`config.mk`:
```
export PLATFORM = sky130hd
export DESIGN_NAME = cbd_sampler
export DESIGN_NICKNAME = d
export VERILOG_FILES = /design/src/rtl/cbd_sampler.sv
export SDC_FILE = /design/constraint.sdc
export NUM_CORES = 1
export LEC_CHECK = 0
export ABC_AREA = 1
export ABC_CLOCK_PERIOD_IN_PS = 2200
export BUFFER_PORTS_ARGS = -buffer_cell sky130_fd_sc_hd__buf_4
export CORE_AREA = 2 2 134 136
export CTS_CLUSTER_DIAMETER = 100
export CTS_CLUSTER_SIZE = 20
export DETAILED_ROUTE_END_ITERATION = 10
export DIE_AREA = 0 0 136 138
export GPL_TIMING_DRIVEN = 0
export PLACE_DENSITY = 0.77
export RECOVER_POWER = 25
export SLEW_MARGIN = 20
export SYNTH_ARGS = -nofsm -noshare
export SYNTH_HDL_FRONTEND = slang
export SYNTH_SLANG_ARGS = --single-unit
export TNS_END_PERCENT = 100
```
`constraint.sdc`:
```
create_clock -name clk -period 2.2 [get_ports clk]
set_input_delay 0.11 -clock clk [delete_from_list [all_inputs] [get_ports clk]]
set_output_delay 0.11 -clock clk [all_outputs]
set_load 0.03 [all_outputs]
```
`src/rtl/cbd_sampler.sv`:
```
// Centered-binomial-distribution sampler: turns an LSB-first stream of random
// words into N_COEF coefficients, each the popcount difference of two ETA-bit
// halves, reduced into [0, Q-1]. Leftover bits are carried between words.
// Optional macro CBD_SIGNED_OUT_EN: emit the raw signed difference
// (sign-extended to COEF_W) instead of the Q-wrapped value.
//
// Ports:
//   clk, reset      clock (rising edge), asynchronous active-low reset
//   start           one-cycle run request, honoured in IDLE only
//   in_data/in_valid/in_ready   random word input handshake, address = next word index
//   out_coef/out_valid/out_ready  coefficient output handshake, one per cycle
//   busy            high in RUN and DONE
//   done            one-cycle pulse after the last coefficient is accepted
module cbd_sampler #(
    parameter int ETA    = 3,
    parameter int IN_W   = 64,
    parameter int COEF_W = 12,
    parameter int Q      = 3329,
    parameter int N_COEF = 256,
    parameter int ADDR_W = 8
) (
    input  logic              clk,
    input  logic              reset,
    input  logic              start,
    input  logic [IN_W-1:0]   in_data,
    input  logic              in_valid,
    output logic              in_ready,
    output logic [ADDR_W-1:0] address,
    output logic [COEF_W-1:0] out_coef,
    output logic              out_valid,
    input  logic              out_ready,
    output logic              busy,
    output logic              done
);

    localparam int CB    = 2 * ETA;
    localparam int BUF_W = IN_W + CB - 1;
    localparam int FW    = $clog2(BUF_W + 1);
    localparam int WORDS = (N_COEF * CB + IN_W - 1) / IN_W;
    localparam int WW    = $clog2(WORDS + 1);
    localparam int NW    = $clog2(N_COEF + 1);
    localparam int PW    = $clog2(ETA + 1);

    localparam logic [FW-1:0] CB_F    = FW'(CB);
    localparam logic [FW-1:0] IN_F    = FW'(IN_W);
    localparam logic [WW-1:0] WORDS_W = WW'(WORDS);
    localparam logic [NW-1:0] NCOEF_N = NW'(N_COEF);

    typedef enum logic [1:0] {
        S_IDLE = 2'd0,
        S_RUN  = 2'd1,
        S_DONE = 2'd2
    } state_t;

    state_t             state, state_nxt;
    logic [BUF_W-1:0]   bit_buf, bit_buf_nxt;
    logic [FW-1:0]      fill, fill_nxt;
    logic [NW-1:0]      coef_cnt, coef_cnt_nxt;
    logic [WW-1:0]      word_cnt, word_cnt_nxt;
    logic [ADDR_W-1:0]  address_nxt;
    logic               in_ready_nxt;
    logic               in_acc, out_acc;
    logic [BUF_W-1:0]   in_ext, keep_mask;
    logic [PW-1:0]      pop_a, pop_b;
    logic [COEF_W-1:0]  a_ext, b_ext;

    function automatic logic [PW-1:0] popcnt(input logic [ETA-1:0] v);
        logic [PW-1:0] cnt;
        cnt = '0;
        for (int i = 0; i < ETA; i++) begin
            cnt = cnt + PW'(v[i]);
        end
        return cnt;
    endfunction

    assign in_acc    = in_valid && in_ready;
    assign out_acc   = out_valid && out_ready;
    assign in_ext    = {{(BUF_W - IN_W){1'b0}}, in_data};
    // Bits below fill are still pending; everything at and above fill is replaced.
    assign keep_mask = ~({BUF_W{1'b1}} << fill);

    // State register
    always_ff @(posedge clk or negedge reset) begin
        if (!reset) begin
            state <= S_IDLE;
        end else begin
            state <= state_nxt;
        end
    end

    // Datapath registers
    always_ff @(posedge clk or negedge reset) begin
        if (!reset) begin
            bit_buf  <= '0;
            fill     <= '0;
            coef_cnt <= '0;
            word_cnt <= '0;
            address  <= '0;
            in_ready <= 1'b0;
        end else begin
            bit_buf  <= bit_buf_nxt;
            fill     <= fill_nxt;
            coef_cnt <= coef_cnt_nxt;
            word_cnt <= word_cnt_nxt;
            address  <= address_nxt;
            in_ready <= in_ready_nxt;
        end
    end

    // Next-state and datapath update
    always_comb begin
        state_nxt    = state;
        bit_buf_nxt  = bit_buf;
        fill_nxt     = fill;
        coef_cnt_nxt = coef_cnt;
        word_cnt_nxt = word_cnt;
        address_nxt  = address;
        case (state)
            S_IDLE: begin
                if (start) begin
                    state_nxt    = S_RUN;
                    bit_buf_nxt  = '0;
                    fill_nxt     = '0;
                    coef_cnt_nxt = '0;
                    word_cnt_nxt = '0;
                    address_nxt  = '0;
                end
            end
            S_RUN: begin
                // in_acc needs fill < CB and out_acc needs fill >= CB, so at most one fires.
                if (in_acc) begin
                    bit_buf_nxt  = (bit_buf & keep_mask) | (in_ext << fill);
                    fill_nxt     = fill + IN_F;
                    word_cnt_nxt = word_cnt + WW'(1);
                    address_nxt  = address + ADDR_W'(1);
                end else if (out_acc) begin
                    bit_buf_nxt  = bit_buf >> CB;
                    fill_nxt     = fill - CB_F;
                    coef_cnt_nxt = coef_cnt + NW'(1);
                    if (coef_cnt == NCOEF_N - NW'(1)) begin
                        state_nxt = S_DONE;
                    end
                end
            end
            S_DONE: begin
                // Residual bits of the final word are dropped here.
                state_nxt   = S_IDLE;
                bit_buf_nxt = '0;
                fill_nxt    = '0;
            end
            default: begin
                state_nxt = S_IDLE;
            end
        endcase
        // in_ready is registered, so it is computed from the values the counters take next.
        in_ready_nxt = (state_nxt == S_RUN) && (fill_nxt < CB_F) && (word_cnt_nxt < WORDS_W);
    end

    assign pop_a = popcnt(bit_buf[ETA-1:0]);
    assign pop_b = popcnt(bit_buf[CB-1:ETA]);
    assign a_ext = COEF_W'(pop_a);
    assign b_ext = COEF_W'(pop_b);

    // Outputs
    always_comb begin
        busy      = (state != S_IDLE);
        done      = (state == S_DONE);
        out_valid = (state == S_RUN) && (fill >= CB_F) && (coef_cnt < NCOEF_N);
`ifdef CBD_SIGNED_OUT_EN
        // Modular subtraction at COEF_W bits is exactly the sign-extended difference.
        out_coef  = a_ext - b_ext;
`else
        if (pop_a >= pop_b) begin
            out_coef = a_ext - b_ext;
        end else begin
            out_coef = COEF_W'(Q) - (b_ext - a_ext);
        end
`endif
    end

endmodule

```
==> impl_metrics.tcl <==
set metrics [dict create \
    area_delta_synth_final_pct 27.6 \
    grt_setup_unrepaired "yes" \
    wl_met2_um 19500 \
    grt_start_max_net_pins 101 \
    drc_errors 0 \
    overflow 0 \
    clk_pin_slew_ps 80 \
    worstSetupEndpointType "output pin" \
    clockBufferDepth 2 \
    power.switching_uw 1110 \
    hpwl_um 34800 \
    crit_path_top_delay_cell "fa_1" \
    synthMuxAreaShare_pct 0.426 \
    rows 49 \
    clockRootBuffer "clkbuf_16" \
    drtIter0Drc 1887 \
    fin_ws_ps -717 \
    worstSetupStartpointType "register" \
    finalInstanceArea_um2 12000 \
    violations "negative setup slack" \
    ant_nets 0 \
    syn_inst 1581 \
    path_cells "fa_1, inv_1, ha_1, inv_2, fa_1, ha_2, inv_2, a21oi_4, buf_4, buf_6" \
    swShare_pct 27.4 \
    synth-seq-cells 100 \
    max_freq_mhz 343 \
    cts_tree "yes" \
    synth_top_family_by_area "simple AND/OR/NAND/NOR gates" \
    final_cell_mix "nand2_1 (521), nand3_1 (183), buf_4 (109)" \
    grt_pass1_vias 11304 \
    vdd_drop_max_mv 0.477 \
    yosysWarningCount 0 \
    placed_area_um2 10400 \
    coreArea_um2 17500 \
    arrival_ps 2810 \
    p_int_uw 2930 \
    period_share_pct 133 \
    worstPathRequired_ps 2090 \
    wl_um 46500 \
    slowest_delay_ps 550 \
    hold_viol 0 \
    top_layer_used "met4" \
    die-area_um2 18800 \
    max_cap_viol_count 0 \
    wl_per_cell_um 23.8 \
    gp_congestion 1.12 \
    final_core_util_pct 68.5 \
    seq_area_frac_synth_pct 26.6 \
    worst_slew_pin_slew_ps 1430 \
    die_w_um 136 \
    p_clk_share_pct 41.5 \
    finalClockSkew_ps 9.51 \
    combPwrFrac_pct 12.9 \
    report.final.slew_viol_count 0 \
    outcome "finished with violations" \
    setup_viol 20 \
    antenna_found_initial 0 \
    synthesis.nets 1667 \
    synth_compound_area_share_pct 16.7 \
    via_per_inst 6.41 \
    clock-sinks 100 \
    synthSimpleGateAreaFrac_pct 43.6 \
    cts_inserted_buffers 9 \
    dr.pass1.iters 8 \
    vias 12522 \
    portBuffers 92 \
    p_leak_uw 0.00563 \
    die_h_um 138 \
    maxSlewHeadroom_pct 4.72 \
    grt_usage_pct 47.1 \
    synth_fa_ha_area_share_pct 2.58 \
    synth_cell_types 47 \
    worstSetupPathType "reg -> out" \
    wl_met3_um 6310 \
    final_common_cell "nand2_1" \
    synth-xor-area-share_pct 0.279 \
    multiInputGateArea_um2 6730 \
    clock_latency_ps 360 \
    cts_htree_levels 3 \
    regArea_um2 2500 \
    worstPathMaxFanout 5 \
    seqPwrFrac_pct 45.7 \
    met1_length_um 16900 \
    synth.avg_cell_area_um2 5.95 \
    p_per_area_nw_per_um2 337 \
    layout-drive-gt1-share_pct 23.3 \
    holdCritPathClass "in -> reg" \
    grt_first_pass_wirelength_um 66100 \
    layout_min_cycle_time_ps 2920 \
    fill_cells 1523 \
    fin_nets 1804 \
    ios 93 \
    start_util_pct 53.6 \
    netlist_area_um2 9410 \
]
## final cells by class
cell class	instances	share of cell area [%]
clock inverters	6	0.604
multi-input cells	1271	56.1
plain buffers	99	5.65
flip-flops and latches	100	20.9
inverters	111	3.79
repair buffers	126	8.69
diodes	1	0.0208
clock buffers	10	1.91
well taps	229	2.39
## critical path, delay by kind of cell, from the launching register on
kind	cells	cell delay (ps)
compound gates	1	180
flops	1	430
buf+inv	5	420
fa+ha+maj	4	1400
## logic make-up after synthesis
logic type	count (synthesis)
adders and majority gates	17
AOI/OAI and AO/OA	293
xor gates and xnor gates	3
DFF	100
buffers and inverters	210
and+or+nand+nor	954
muxes	4
## worst paths after layout
kind / from / endpoint / slack (ps) / cells past startpoint
min reg2reg: bit_buf[23] / bit_buf[23] / 490 / 2
max in group asynchronous: reset / fill[1] / 540 / 2
min in group asynchronous: reset / bit_buf[3] / 580 / 2
min: out_ready / fill[1] / 150 / 4
max: bit_buf[4] / out_coef[5] / -720 / 10
max reg2reg: fill[1] / bit_buf[56] / -110 / 15
## flip-flops by register name, indices dropped and copies added, names as in the netlist
signal / count
bit_buf: 69
coef_cnt: 9
address: 8
fill: 6
word_cnt: 5
state: 2
in_ready: 1
## metrics by stage
step	total power, uW	hold WS, ps	setup slack [ps]	setup TNS, ps	instances
2_1_floorplan	2080	-186	-267	-1470	1581
3_3_place_gp	2310	423	-755	-16740	1902
3_5_place_dp	2310	258	-721	-16420	1902
4_1_cts	3960	140	-684	-6570	1929
5_1_grt	4140	180	-827	-10950	1952
6_report	4040	146	-717	-6900	1953
## power groups by stage
| stage | Sequential [uW] | Combinational [uW] | Clock (uW) |
|---|---|---|---|
| final | 1850 | 520 | 1680 |
| after global routing | 1850 | 550 | 1740 |
| after CTS | 1850 | 448 | 1660 |
| after detailed placement | 1880 | 428 | 0 |
| after global placement | 1880 | 425 | 0 |
| after floorplan | 1890 | 189 | 0 |
## metal layers
| layer | track usage [%] | vias to the layer above |
|---|---|---|
| met5 | 0 | - |
| met1 | 61.9 | 5718 |
| met4 | 30.9 | 0 |
| met2 | 69.3 | 1071 |
| li1 | - | 5466 |
| met3 | 10.5 | 267 |
## Yosys cell counts, drive strengths merged
cell | count | area, um^2
or2 | 7 | 43.8
xnor2 | 1 | 8.76
a22oi | 1 | 7.51
dfrtp | 100 | 2500
nand4 | 9 | 56.3
and3 | 3 | 18.8
a22o | 1 | 8.76
mux2i | 4 | 40.0
nand3 | 218 | 1100
and2 | 20 | 125
a31oi | 4 | 25.0
o21ai | 163 | 820
nand2 | 558 | 2120
inv | 110 | 413
buf | 63 | 364
o21a | 5 | 37.5
o2111ai | 1 | 8.76
a32o | 2 | 20.0
nand3b | 5 | 37.5
nor4 | 1 | 6.26
fa | 4 | 80.1
xor2 | 2 | 17.5
clkinv | 1 | 8.76
o31ai | 6 | 45.0
a21oi | 90 | 450
ha | 13 | 163
o211ai | 15 | 113
o221ai | 1 | 8.76
nor2 | 120 | 528
nor3 | 12 | 60.1
clkbuf | 36 | 136
o22ai | 4 | 25.0
nor3b | 1 | 7.51
## what timing repair did
item                                    4_1_cts  5_1_grt
endpoints found under the hold margin       100        0
setup buffers                                10       18
hold buffers                                  1        0
endpoints found under the setup margin       80       87
gates cloned                                  0        5
resized for setup                           114      208
pin swaps                                     9       42
Note: power is estimated with default switching activity, not from simulation.
